===== config.mk =====
export PLATFORM = sky130hd
export DESIGN_NAME = pwm_fader_multi
export DESIGN_NICKNAME = d
export VERILOG_FILES = /design/src/rtl/pwm_fader_multi.sv
export SDC_FILE = /design/constraint.sdc
export NUM_CORES = 1
export LEC_CHECK = 0
export ABC_AREA = 1
export CORE_ASPECT_RATIO = 0.9
export CORE_UTILIZATION = 50
export DETAILED_ROUTE_END_ITERATION = 12
export PLACE_DENSITY = 0.74
export SYNTH_ARGS = -nofsm -noshare
export SYNTH_HDL_FRONTEND = slang
export SYNTH_SLANG_ARGS = --single-unit

===== constraint.sdc =====
create_clock -name clk -period 1.9 [get_ports clk]
set_clock_uncertainty 0.2 [all_clocks]
set_input_delay 0.285 -clock clk [delete_from_list [all_inputs] [get_ports clk]]
set_output_delay 0.285 -clock clk [all_outputs]
set_load 0.01 [all_outputs]

===== src/rtl/pwm_fader_multi.sv =====
// pwm_fader_multi: multi-channel LED PWM with off/static/breathe/blink modes; FADE_STAGGER_EN staggers breathe start phases
module pwm_fader_multi #(
  parameter int CLK_FREQ       = 12_000_000,
  parameter int PWM_FREQUENCY  = 1_000,
  parameter int STEP_FREQUENCY = 500,
  parameter int CHANNELS       = 3,
  parameter int WIDTH          = 8,
  parameter int BLINK_STEPS    = 64
) (
  input  logic                      clk,
  input  logic                      rst,
  input  logic                      enable,
  input  logic [2*CHANNELS-1:0]     mode,
  input  logic [WIDTH*CHANNELS-1:0] level,
  input  logic [WIDTH-1:0]          minDuty,
  input  logic [WIDTH-1:0]          maxDuty,
  output logic [WIDTH*CHANNELS-1:0] duty,
  output logic                      periodStart,
  output logic [CHANNELS-1:0]       out,
  output logic [CHANNELS-1:0]       nOut
);
  localparam int MAXI = (1 << WIDTH) - 1;
  localparam int PWM_RAW = CLK_FREQ / (PWM_FREQUENCY * MAXI);
  localparam int STEP_RAW = CLK_FREQ / STEP_FREQUENCY;
  localparam int PWM_DIV = PWM_RAW > 1 ? PWM_RAW : 1;
  localparam int STEP_DIV = STEP_RAW > 1 ? STEP_RAW : 1;
  localparam int PW = PWM_DIV > 1 ? $clog2(PWM_DIV) : 1;
  localparam int SW = STEP_DIV > 1 ? $clog2(STEP_DIV) : 1;
  localparam int BW = BLINK_STEPS > 1 ? $clog2(BLINK_STEPS) : 1;
`ifdef FADE_STAGGER_EN
  localparam int STAGGER = 1;
`else
  localparam int STAGGER = 0;
`endif
  logic [CHANNELS-1:0][1:0] md, mode_q, mode_d;
  logic [CHANNELS-1:0][WIDTH-1:0] lvl, phase_q, phase_d, duty_q, duty_d, init_p;
  logic [CHANNELS-1:0][BW-1:0] bcnt_q, bcnt_d;
  logic [CHANNELS-1:0] up_q, up_d, bon_q, bon_d, entry, out_q, out_d;
  logic [PW-1:0] pre_q, pre_d;
  logic [SW-1:0] spre_q, spre_d;
  logic [WIDTH-1:0] cnt_q, cnt_d;
  logic pwm_tick, step_tick, wrap, ps_q, ps_d;
  assign md = mode;
  assign lvl = level;
  assign duty = duty_q;
  assign periodStart = ps_q;
  assign out = out_q;
  assign nOut = ~out_q;
  function automatic logic [WIDTH-1:0] start_phase(int i);
    return WIDTH'(STAGGER * i * MAXI / CHANNELS);
  endfunction
  function automatic logic [WIDTH-1:0] clamp(logic [WIDTH-1:0] p, logic [WIDTH-1:0] lo, logic [WIDTH-1:0] hi);
    return p < lo ? lo : p > hi ? hi : p;
  endfunction
  always_comb begin
    pwm_tick = enable && pre_q == PW'(PWM_DIV - 1);
    step_tick = enable && spre_q == SW'(STEP_DIV - 1);
    wrap = pwm_tick && cnt_q == WIDTH'(MAXI - 1);
    pre_d = !enable ? pre_q : pwm_tick ? '0 : pre_q + 1'b1;
    spre_d = !enable ? spre_q : step_tick ? '0 : spre_q + 1'b1;
    cnt_d = !pwm_tick ? cnt_q : wrap ? '0 : cnt_q + 1'b1;
    ps_d = wrap;
    mode_d = enable ? md : mode_q;
    for (int i = 0; i < CHANNELS; i++) begin
      // entry into breathe/blink (mode bit 1 set) restarts the channel; it outranks a coincident step
      entry[i] = enable && md[i] != mode_q[i] && md[i][1];
      init_p[i] = clamp(start_phase(i), minDuty, maxDuty);
      phase_d[i] = phase_q[i];
      up_d[i] = up_q[i];
      bcnt_d[i] = bcnt_q[i];
      bon_d[i] = bon_q[i];
      if (entry[i]) begin
        phase_d[i] = init_p[i];
        up_d[i] = 1'b1;
        bcnt_d[i] = '0;
        bon_d[i] = 1'b1;
      end else if (step_tick && md[i] == 2'b10) begin
        if (minDuty >= maxDuty) phase_d[i] = minDuty;
        else if (phase_q[i] < minDuty || phase_q[i] > maxDuty) phase_d[i] = clamp(phase_q[i], minDuty, maxDuty);
        else if (up_q[i]) begin
          up_d[i] = phase_q[i] < maxDuty;
          phase_d[i] = phase_q[i] < maxDuty ? phase_q[i] + 1'b1 : phase_q[i] - 1'b1;
        end else begin
          up_d[i] = phase_q[i] <= minDuty;
          phase_d[i] = phase_q[i] > minDuty ? phase_q[i] - 1'b1 : phase_q[i] + 1'b1;
        end
      end else if (step_tick && md[i] == 2'b11) begin
        bcnt_d[i] = bcnt_q[i] == BW'(BLINK_STEPS - 1) ? '0 : bcnt_q[i] + 1'b1;
        bon_d[i] = bcnt_q[i] == BW'(BLINK_STEPS - 1) ? ~bon_q[i] : bon_q[i];
      end
      duty_d[i] = !wrap ? duty_q[i] :
                  md[i] == 2'b01 ? lvl[i] :
                  md[i] == 2'b10 ? (entry[i] ? init_p[i] : phase_q[i]) :
                  md[i] == 2'b11 && (entry[i] || bon_q[i]) ? lvl[i] : '0;
      out_d[i] = enable && cnt_q < duty_q[i];
    end
  end
  always_ff @(posedge clk) begin
    if (rst) begin
      pre_q <= '0;
      spre_q <= '0;
      cnt_q <= '0;
      ps_q <= 1'b0;
      mode_q <= '0;
      duty_q <= '0;
      out_q <= '0;
      up_q <= '1;
      bon_q <= '1;
      bcnt_q <= '0;
      for (int i = 0; i < CHANNELS; i++) phase_q[i] <= start_phase(i);
    end else begin
      pre_q <= pre_d;
      spre_q <= spre_d;
      cnt_q <= cnt_d;
      ps_q <= ps_d;
      mode_q <= mode_d;
      duty_q <= duty_d;
      out_q <= out_d;
      up_q <= up_d;
      bon_q <= bon_d;
      bcnt_q <= bcnt_d;
      phase_q <= phase_d;
    end
  end
endmodule

==> run metrics, run 1 <==
highest routed layer met4; WHS Endpoint mode_q[4]; met1 WL 13.1 mm; pin count of the biggest net entering global routing 26; endpoints failing setup 42; Max-cap violations 0; P&R area growth vs syn 52.7%; CTS sink count 111; dpl hpwl 22.0 mm; initial DRC count 1047; final hold vios 0; Post-DRT Antenna Nets 0; PwrDens 524 nW/um^2; Core Region 17000 um^2; violated checks negative setup slack; Die ar. 18000 um^2; synthesized area 8750 um^2; asr flop ratio synth 0%; Max Freq 452 MHz; vias in the first global route 9513; H-tree depth 3; DR vias 10600; critical path type reg -> reg; VDD IR max 0.000507 V; drt wl/cell 18.2 um; Yosys reg bits 111; Hold Path Depth 3; setup ws final -0.312 ns; hold crit path type in -> reg; Layout Cell Area excl Fill 13400 um^2; Seq/Total Area, Yosys 25.4%; status finished, violations left; hold path start mode[4]; Clock Pin Slew Worst Setup and Hold Paths 0.08 ns; Synth Warn # 0; RSZ-0062 raised after global routing yes; crit end category register; CTS tree done; io pins 80; Synth Instances 1306; Die H 127 um; synth unique cells 44; vias per inst 5.73; first-pass GRT wire length 47.9 mm; most common cell after layout, fill and taps aside nand2_1; met3 wire len 3.07 mm; leading cell types in the layout, fill and taps excluded nand2_1, buf_4, inv_1; Die Width 141 um; r2r setup slk -0.31 ns; top post-synthesis cells by area dfxtp_1, ha_1, nand2_1; CTS Buffer Depth 2; R2R cell count 15; Worst-Margin Slew 0.439 ns; Hold Worst Slack 0.102 ns; Inserted Clock Buffers 9; Yosys top cell by area dfxtp_1; crit path max fanout 7; Critical Path RT 1.97 ns; WL final 33.6 mm; Final Slew Violations 0; Crit. Startpoint phase_q[9]; FF-to-FF End phase_q[15]; Placement Rows 45; Initial Util 51.4%; placed cell areas 11300 um^2; layout cells sized above 1 35.9%; GRT Util Overall 33.8%; total grt overflow 0; GPL Wtd Cong 0.975; Residual DRC 0; initial antenna violation count 0; IO buf count 79; TritonRoute pass-1 iters 6; Worst slew margin 70.5%; Mean Syn Cell Area 6.70 um^2; Synth top area share 25.4%; CTS Root Cell clkbuf_16; period utilization 116%; leakage power 0.00581 uW; WL met2 15.5 mm; placed cells 1783; final-stage net count 1751; Worst EP arrival 2.28 ns; later-pin clock latency in the skew report 0.37 ns; ys flop type dfxtp_1; R2R Path Start phase_q[9]; EDFF count, synth 0; Setup crit start kind register; # fillers 1151; Non-Filler Instances 1851; Post-Syn Nets 1446; minimum clock period 2.21 ns; ant diodes 0
power by group:
part | internal [uW] | switching, uW
clock network | 955 | 983
registers | 2380 | 85.9
logic | 1160 | 1430
cell type report:
| type | count | area (um^2) | area share, % |
|---|---|---|---|
| well taps | 235 | 294 | 2.20 |
| clock inverters | 5 | 47.5 | 0.356 |
| multi-input cells | 957 | 6750 | 50.5 |
| clock buffers | 11 | 243 | 1.82 |
| inverters | 205 | 835 | 6.25 |
| repair inverters | 1 | 3.75 | 0.0281 |
| repair buffers | 326 | 2900 | 21.7 |
| flip-flops and latches | 111 | 2290 | 17.2 |
repair_timing:
| item | CTS | global route |
|---|---|---|
| hold buffers | 0 | 0 |
| gates cloned | 4 | 1 |
| gates resized for setup | 216 | 211 |
| endpoints found under the setup margin | 64 | 82 |
| pin swaps | 56 | 103 |
| endpoints found under the hold margin | 0 | 0 |
| buffers inserted | 20 | 27 |
flip-flops by register name, indices dropped and copies added (netlist names), 3 cells and up:
register and flops:
bcnt_q 18, bon_q 3, cnt_q 8, duty 24, mode_q 6, out 3
phase_q 24, pre_q 6, spre_q 15, up_q 3
through the flow:
stage                     total power [uW]  util, %  setup TNS [ns]  setup WS, ns
final                                 6990     78.6           -5.86        -0.312
after global routing                  7270     78.6          -12.10        -0.559
after CTS                             6570     73.1           -1.91        -0.111
after detailed placement              4430     66.7          -38.93        -0.927
after global placement                4400     66.7          -37.24        -0.925
after floorplan                       3600        -           -1.15       -0.0770
Yosys cell counts, drive strengths merged, types with 2 or more instances:
cell type,count
nand2,263
inv,205
o21ai,127
dfxtp,111
a21oi,109
nand3,106
ha,91
nor2,85
xor2,45
nor3,37
o211ai,25
buf,24
nand4,18
clkbuf,9
o22ai,8
o21a,6
o21bai,6
o31ai,6
xnor2,4
a211oi,3
a21boi,3
nand3b,3
nor4,3
a21o,2
a31oi,2
nor3b,2
how the worst max path moves through the flow:
stage | to
finish | phase_q[15]
global placement | phase_q[16]
floorplan | phase_q[15]
global route | phase_q[15]
CTS | phase_q[15]
detailed placement | phase_q[17]
worst max-delay path, cell delays in order, from the launching register on:
cell and delay [ns]:
dfxtp_4 0.38, ha_4 0.28, inv_2 0.03, o21bai_1 0.16
nand2_1 0.08, nand2_1 0.07, nand2_2 0.09, nand2_2 0.10
nand2_2 0.07, nand2_4 0.11, buf_6 0.14, o211ai_1 0.14
nand3_1 0.11, nand3_1 0.07, nand2_1 0.06, inv_1 0.03
logic make-up after synthesis:
logic type / Yosys count / share of synthesized area, %
compound gates: 298 / 19.2
xor+xnor: 49 / 4.91
fa+ha+maj: 91 / 13.0
buf+inv: 238 / 10.7
flops: 111 / 25.4
simple gates: 519 / 26.8
per-layer routing:
| metal | vias up | GRT usage [%] |
|---|---|---|
| li1 | 4959 | - |
| met1 | 4900 | 43.3 |
| met2 | 590 | 56.9 |
| met3 | 166 | 5.40 |
| met4 | 0 | 13.5 |
| met5 | - | 0 |
Power figures use the tool's default switching activity.
==> run 2, diff against run 1 <==
Settings changed: CTS_CLUSTER_DIAMETER set to 30, SKIP_CTS_REPAIR_TIMING set to 1.
==> run metrics, run 2 (synthesized netlist as in run 1, its figures left out) <==
CTS sink count 111 (unchanged); dpl hpwl 22.0 mm (unchanged); GRT Util Overall 31.7% (was 33.8%); R2R Path Start phase_q[1] (was phase_q[9]); Crit. Startpoint phase_q[1] (was phase_q[9]); Setup crit start kind register (unchanged); Die ar. 18000 um^2 (unchanged); layout cells sized above 1 32.3% (was 35.9%); Max-cap violations 0 (unchanged); sw frac 35.3% (was 35.7%); TritonRoute pass-1 iters 5 (was 6); violated checks negative setup slack (unchanged); fin util 76.8% (was 78.6%); CTS Buffer Depth 2 (unchanged); Clk pwr share 28.2% (was 27.7%); Non-Filler Instances 1829 (was 1851); internal power contribution 4450 uW (was 4500 uW); pin count of the biggest net entering global routing 26 (unchanged); DR vias 10200 (was 10600); placed cell areas 11300 um^2 (unchanged); Worst-Margin Slew 0.407 ns (was 0.439 ns); total grt overflow 0 (unchanged); first-pass GRT wire length 45.0 mm (was 47.9 mm); Initial Util 51.4% (unchanged); Max Freq 463 MHz (was 452 MHz); leading cell types in the layout, fill and taps excluded nand2_1, buf_4, inv_1 (unchanged); Die H 127 um (unchanged); Reg power frac 35.9% (was 35.3%); crit path max fanout 4 (was 7); VDD IR max 0.000526 V (was 0.000507 V); placed cells 1783 (unchanged); hold path start mode[4] (unchanged); most common cell after layout, fill and taps aside nand2_1 (unchanged); CTS Root Cell clkbuf_16 (unchanged); GPL Wtd Cong 0.975 (unchanged); final hold vios 0 (unchanged); vias per inst 5.57 (was 5.73); Die Width 141 um (unchanged); Worst EP arrival 2.23 ns (was 2.28 ns); CTS tree done (unchanged); Critical Path RT 1.97 ns (about the same); Residual DRC 0 (unchanged); P_sw 2420 uW (was 2500 uW); critical path type reg -> reg (unchanged); Gate power share 35.9% (was 37.0%); endpoints failing setup 46 (was 42); Worst slew margin 72.6% (was 70.5%); Post-DRT Antenna Nets 0 (unchanged); Clock Pin Slew Worst Setup and Hold Paths 0.08 ns (about the same); io pins 80 (unchanged); hold crit path type in -> reg (unchanged); Layout Cell Area excl Fill 13100 um^2 (was 13400 um^2); setup ws final -0.260 ns (was -0.312 ns); IO buf count 79 (unchanged); period utilization 114% (was 116%); leakage power 0.00573 uW (was 0.00581 uW); final-stage net count 1728 (was 1751); P&R area growth vs syn 49.3% (was 52.7%); RSZ-0062 raised after global routing yes (unchanged); minimum clock period 2.16 ns (was 2.21 ns); PwrDens 526 nW/um^2 (was 524 nW/um^2); status finished, violations left (unchanged); # fillers 1200 (was 1151); Final Slew Violations 0 (unchanged); initial antenna violation count 1 (was 0); vias in the first global route 9058 (was 9513); initial DRC count 988 (was 1047); H-tree depth 3 (unchanged); Inserted Clock Buffers 9 (unchanged); crit end category register (unchanged); WL final 31.5 mm (was 33.6 mm); later-pin clock latency in the skew report 0.37 ns (about the same); Placement Rows 45 (unchanged); Core Region 17000 um^2 (unchanged); drt wl/cell 17.2 um (was 18.2 um)
[run 2: changes by cell type in the layout (fill, tap and decap cells not counted), moves of 4 or more]
| cell | before | now |
|---|---|---|
| nor2_1 | 50 | 57 |
| buf_4 | 197 | 183 |
| dlymetal6s2s_1 | 4 | 17 |
| buf_6 | 40 | 30 |
| buf_2 | 5 | 1 |
| inv_1 | 153 | 161 |
| o21ai_2 | 11 | 7 |
| inv_2 | 35 | 30 |
| nor2_4 | 13 | 8 |
| nand2_1 | 199 | 204 |
[run 2: final cells by class]
cell class / count / area [um^2] / share of cell area [%]
clock buffers: 11 / 243 / 1.86
well taps: 235 / 294 / 2.25
flip-flops and latches: 111 / 2290 / 17.5
diodes: 1 / 2.50 / 0.0192
multi-input cells: 958 / 6600 / 50.6
inverters: 205 / 818 / 6.27
clock inverters: 5 / 47.5 / 0.364
repair buffers: 303 / 2760 / 21.1
[run 2: power by group through the flow]
stage / Clock, uW / Sequential, uW / Combinational, uW
after global placement: 0 / 2490 / 1910
after floorplan: 0 / 2490 / 1110
after global routing: 2040 / 2470 / 2650
after detailed placement: 0 / 2490 / 1940
final: 1940 / 2470 / 2470
after CTS: 1960 / 2440 / 1960
[run 2: stage by stage]
step	TNS (ns)	hold WS [ns]	setup slack (ns)	power, uW
finish	-5.56	0.106	-0.260	6870
global route	-10.36	0.118	-0.381	7170
CTS	-17.53	0.276	-0.556	6360
detailed placement	-38.93	0.264	-0.927	4430
global placement	-37.24	0.256	-0.925	4400
floorplan	-1.15	0.245	-0.0770	3600
[run 2: critical path: stages, from the launching register on]
cell	delay [ns]
dfxtp_4	0.38
ha_4	0.27
inv_2	0.03
o21bai_1	0.13
nand2_1	0.09
nand2_1	0.08
nand2_1	0.06
nand2_2	0.09
buf_6	0.12
nand2_8	0.06
buf_6	0.13
nand3_1	0.09
nand3_1	0.08
nand3_1	0.08
nand3_1	0.07
nand2_1	0.06
inv_1	0.03
[run 2: layer usage]
| metal | vias to the layer above | global-route usage (%) | wire (um) |
|---|---|---|---|
| met3 | 121 | 5.25 | 2760 |
| met1 | 4643 | 41.6 | 12800 |
| li1 | 4928 | - | - |
| met4 | 0 | 11.4 | 1560 |
| met2 | 497 | 52.6 | 14300 |
| met5 | - | 0 | 0 |
[run 2: worst paths after layout]
kind,end,slack [ns],depth (start not counted)
max,phase_q[6],-0.26,16
min,mode_q[4],0.11,3
max reg2reg,phase_q[6],-0.26,16
min reg2reg,bcnt_q[14],0.27,2
==> run 3, diff against run 2 <==
--- a/constraint.sdc
+++ b/constraint.sdc
@@ -4,2 +4,2 @@
 set_output_delay 0.285 -clock clk [all_outputs]
-set_load 0.01 [all_outputs]
+set_load 0.05 [all_outputs]
==> run metrics, run 3 (synthesized netlist as in run 1, its figures left out) <==
placed cell areas 11300 um^2 (about the same); minimum clock period 2.19 ns (was 2.16 ns); DR vias 10500 (was 10200); final hold vios 0 (unchanged); Final Slew Violations 0 (unchanged); Max-cap violations 0 (unchanged); period utilization 115% (was 114%); R2R Path Start spre_q[0] (was phase_q[1]); endpoints failing setup 57 (was 46); vias in the first global route 8882 (was 9058); Initial Util 51.4% (unchanged); TritonRoute pass-1 iters 6 (was 5); Placement Rows 45 (unchanged); Die ar. 18000 um^2 (unchanged); vias per inst 5.70 (was 5.57); GRT Util Overall 31.9% (was 31.7%); layout cells sized above 1 36.8% (was 32.3%); status finished, violations left (unchanged); WL final 32.9 mm (was 31.5 mm); dpl hpwl 22.2 mm (was 22.0 mm); Post-DRT Antenna Nets 0 (unchanged); hold crit path type in -> reg (unchanged); Worst EP arrival 2.24 ns (was 2.23 ns); critical path type reg -> reg (unchanged); Layout Cell Area excl Fill 13300 um^2 (was 13100 um^2); Crit. Startpoint spre_q[0] (was phase_q[1]); Inserted Clock Buffers 9 (unchanged); leakage power 0.00604 uW (was 0.00573 uW); total grt overflow 0 (unchanged); fin util 78.1% (was 76.8%); Place WS -0.896 ns (was -0.927 ns); io pins 80 (unchanged); R2R cell count 8 (was 16); most common cell after layout, fill and taps aside buf_4 (was nand2_1); CTS Root Cell clkbuf_16 (unchanged); IO buf count 79 (unchanged); VDD IR max 0.000495 V (was 0.000526 V); crit end category register (unchanged); Core Region 17000 um^2 (unchanged); CTS Buffer Depth 2 (unchanged); Worst slew margin 70.2% (was 72.6%); Worst-Margin Slew 0.447 ns (was 0.407 ns); Power, Total 7060 uW (was 6870 uW); P&R area growth vs syn 51.8% (was 49.3%); GPL Wtd Cong 0.974 (was 0.975); Die H 127 um (unchanged); setup ws final -0.290 ns (was -0.260 ns); initial DRC count 941 (was 988); ant diodes 0 (was 1); leading cell types in the layout, fill and taps excluded buf_4, nand2_1, inv_1 (was nand2_1, buf_4, inv_1); Residual DRC 0 (unchanged); initial antenna violation count 0 (was 1); Die Width 141 um (unchanged); violated checks negative setup slack (unchanged); crit path max fanout 6 (was 4); RSZ-0062 raised after global routing yes (unchanged); pin count of the biggest net entering global routing 26 (unchanged); Max Freq 457 MHz (was 463 MHz); Critical Path RT 1.95 ns (was 1.97 ns); first-pass GRT wire length 45.1 mm (was 45.0 mm); PwrDens 532 nW/um^2 (was 526 nW/um^2); CTS sink count 111 (unchanged); later-pin clock latency in the skew report 0.37 ns (about the same); CTS tree done (unchanged); r2r setup slk -0.29 ns (was -0.26 ns); Clock Pin Slew Worst Setup and Hold Paths 0.08 ns (about the same); crit path to bcnt_q[17] (was phase_q[6]); final-stage net count 1736 (was 1728); FF-to-FF End bcnt_q[17] (was phase_q[6]); H-tree depth 3 (unchanged); Setup crit start kind register (unchanged); drt wl/cell 17.9 um (was 17.2 um)
## run 3: changes by cell type in the layout (fill, tap and decap cells not counted), moves of 8 or more
cell	delta
o21ai_2	+10
nand3_1	-15
nand3_2	+13
nand2_4	+18
clkdlybuf4s50_1	-30
buf_4	+32
nand2_1	-19
ha_1	+8
## run 3: critical path, cell delays in order (launching register included)
cell     delay [ns]
dfxtp_2        0.36
ha_4           0.16
inv_4          0.04
nor3_4         0.22
nand4_4        0.23
nor3_4         0.36
nand2_2        0.13
nor3_1         0.27
nor2_1         0.10
## run 3: cell type report
class / instances / area (um^2)
timing repair buffer: 312 / 2800
inverter: 205 / 816
tap: 235 / 294
sequential: 111 / 2280
clock inverter: 6 / 78.8
multi-input combinational: 957 / 6770
clock buffer: 10 / 239
fill: 1133 / 3730
## run 3: how the worst min path moves through the flow
stage           endpoint      start  cells past startpoint  slack, ns
6_report        pre_q[0]     enable                      4       0.18
5_1_grt        spre_q[9]     enable                      4       0.22
4_1_cts        mode_q[3]  mode_q[3]                      2       0.28
3_3_place_gp    pre_q[5]   pre_q[5]                      2       0.25
2_1_floorplan   pre_q[5]   pre_q[5]                      2       0.24
3_5_place_dp   mode_q[3]  mode_q[3]                      2       0.26
## run 3: through the flow
stage          hold WS [ns]  setup TNS, ns  instances
4_1_cts               0.277         -16.73       1797
3_3_place_gp          0.253         -36.42       1781
2_1_floorplan         0.245          -1.15       1306
5_1_grt               0.219         -11.71       1836
3_5_place_dp          0.263         -38.08       1781
6_report              0.176          -6.55       1836
## run 3: power by group
group / total (uW) / internal (uW) / leakage, uW / switching (uW)
Combinational: 2480 / 1100 / 0.00498 / 1390
Sequential: 2460 / 2380 / 0.000913 / 78.4
Clock: 2120 / 1090 / 0.000154 / 1030
Total: 7060 / 4560 / 0.00604 / 2490
## run 3: metal layers
| layer | vias up | share of wire (%) | GRT usage, % | routed length, um |
|---|---|---|---|---|
| met3 | 158 | 8.4 | 4.27 | 2770 |
| met2 | 520 | 46 | 53.1 | 15200 |
| met1 | 4841 | 40 | 42.6 | 13100 |
| met4 | 0 | 5.6 | 10.3 | 1840 |
| met5 | - | 0 | 0 | 0 |
| li1 | 4943 | - | - | - |
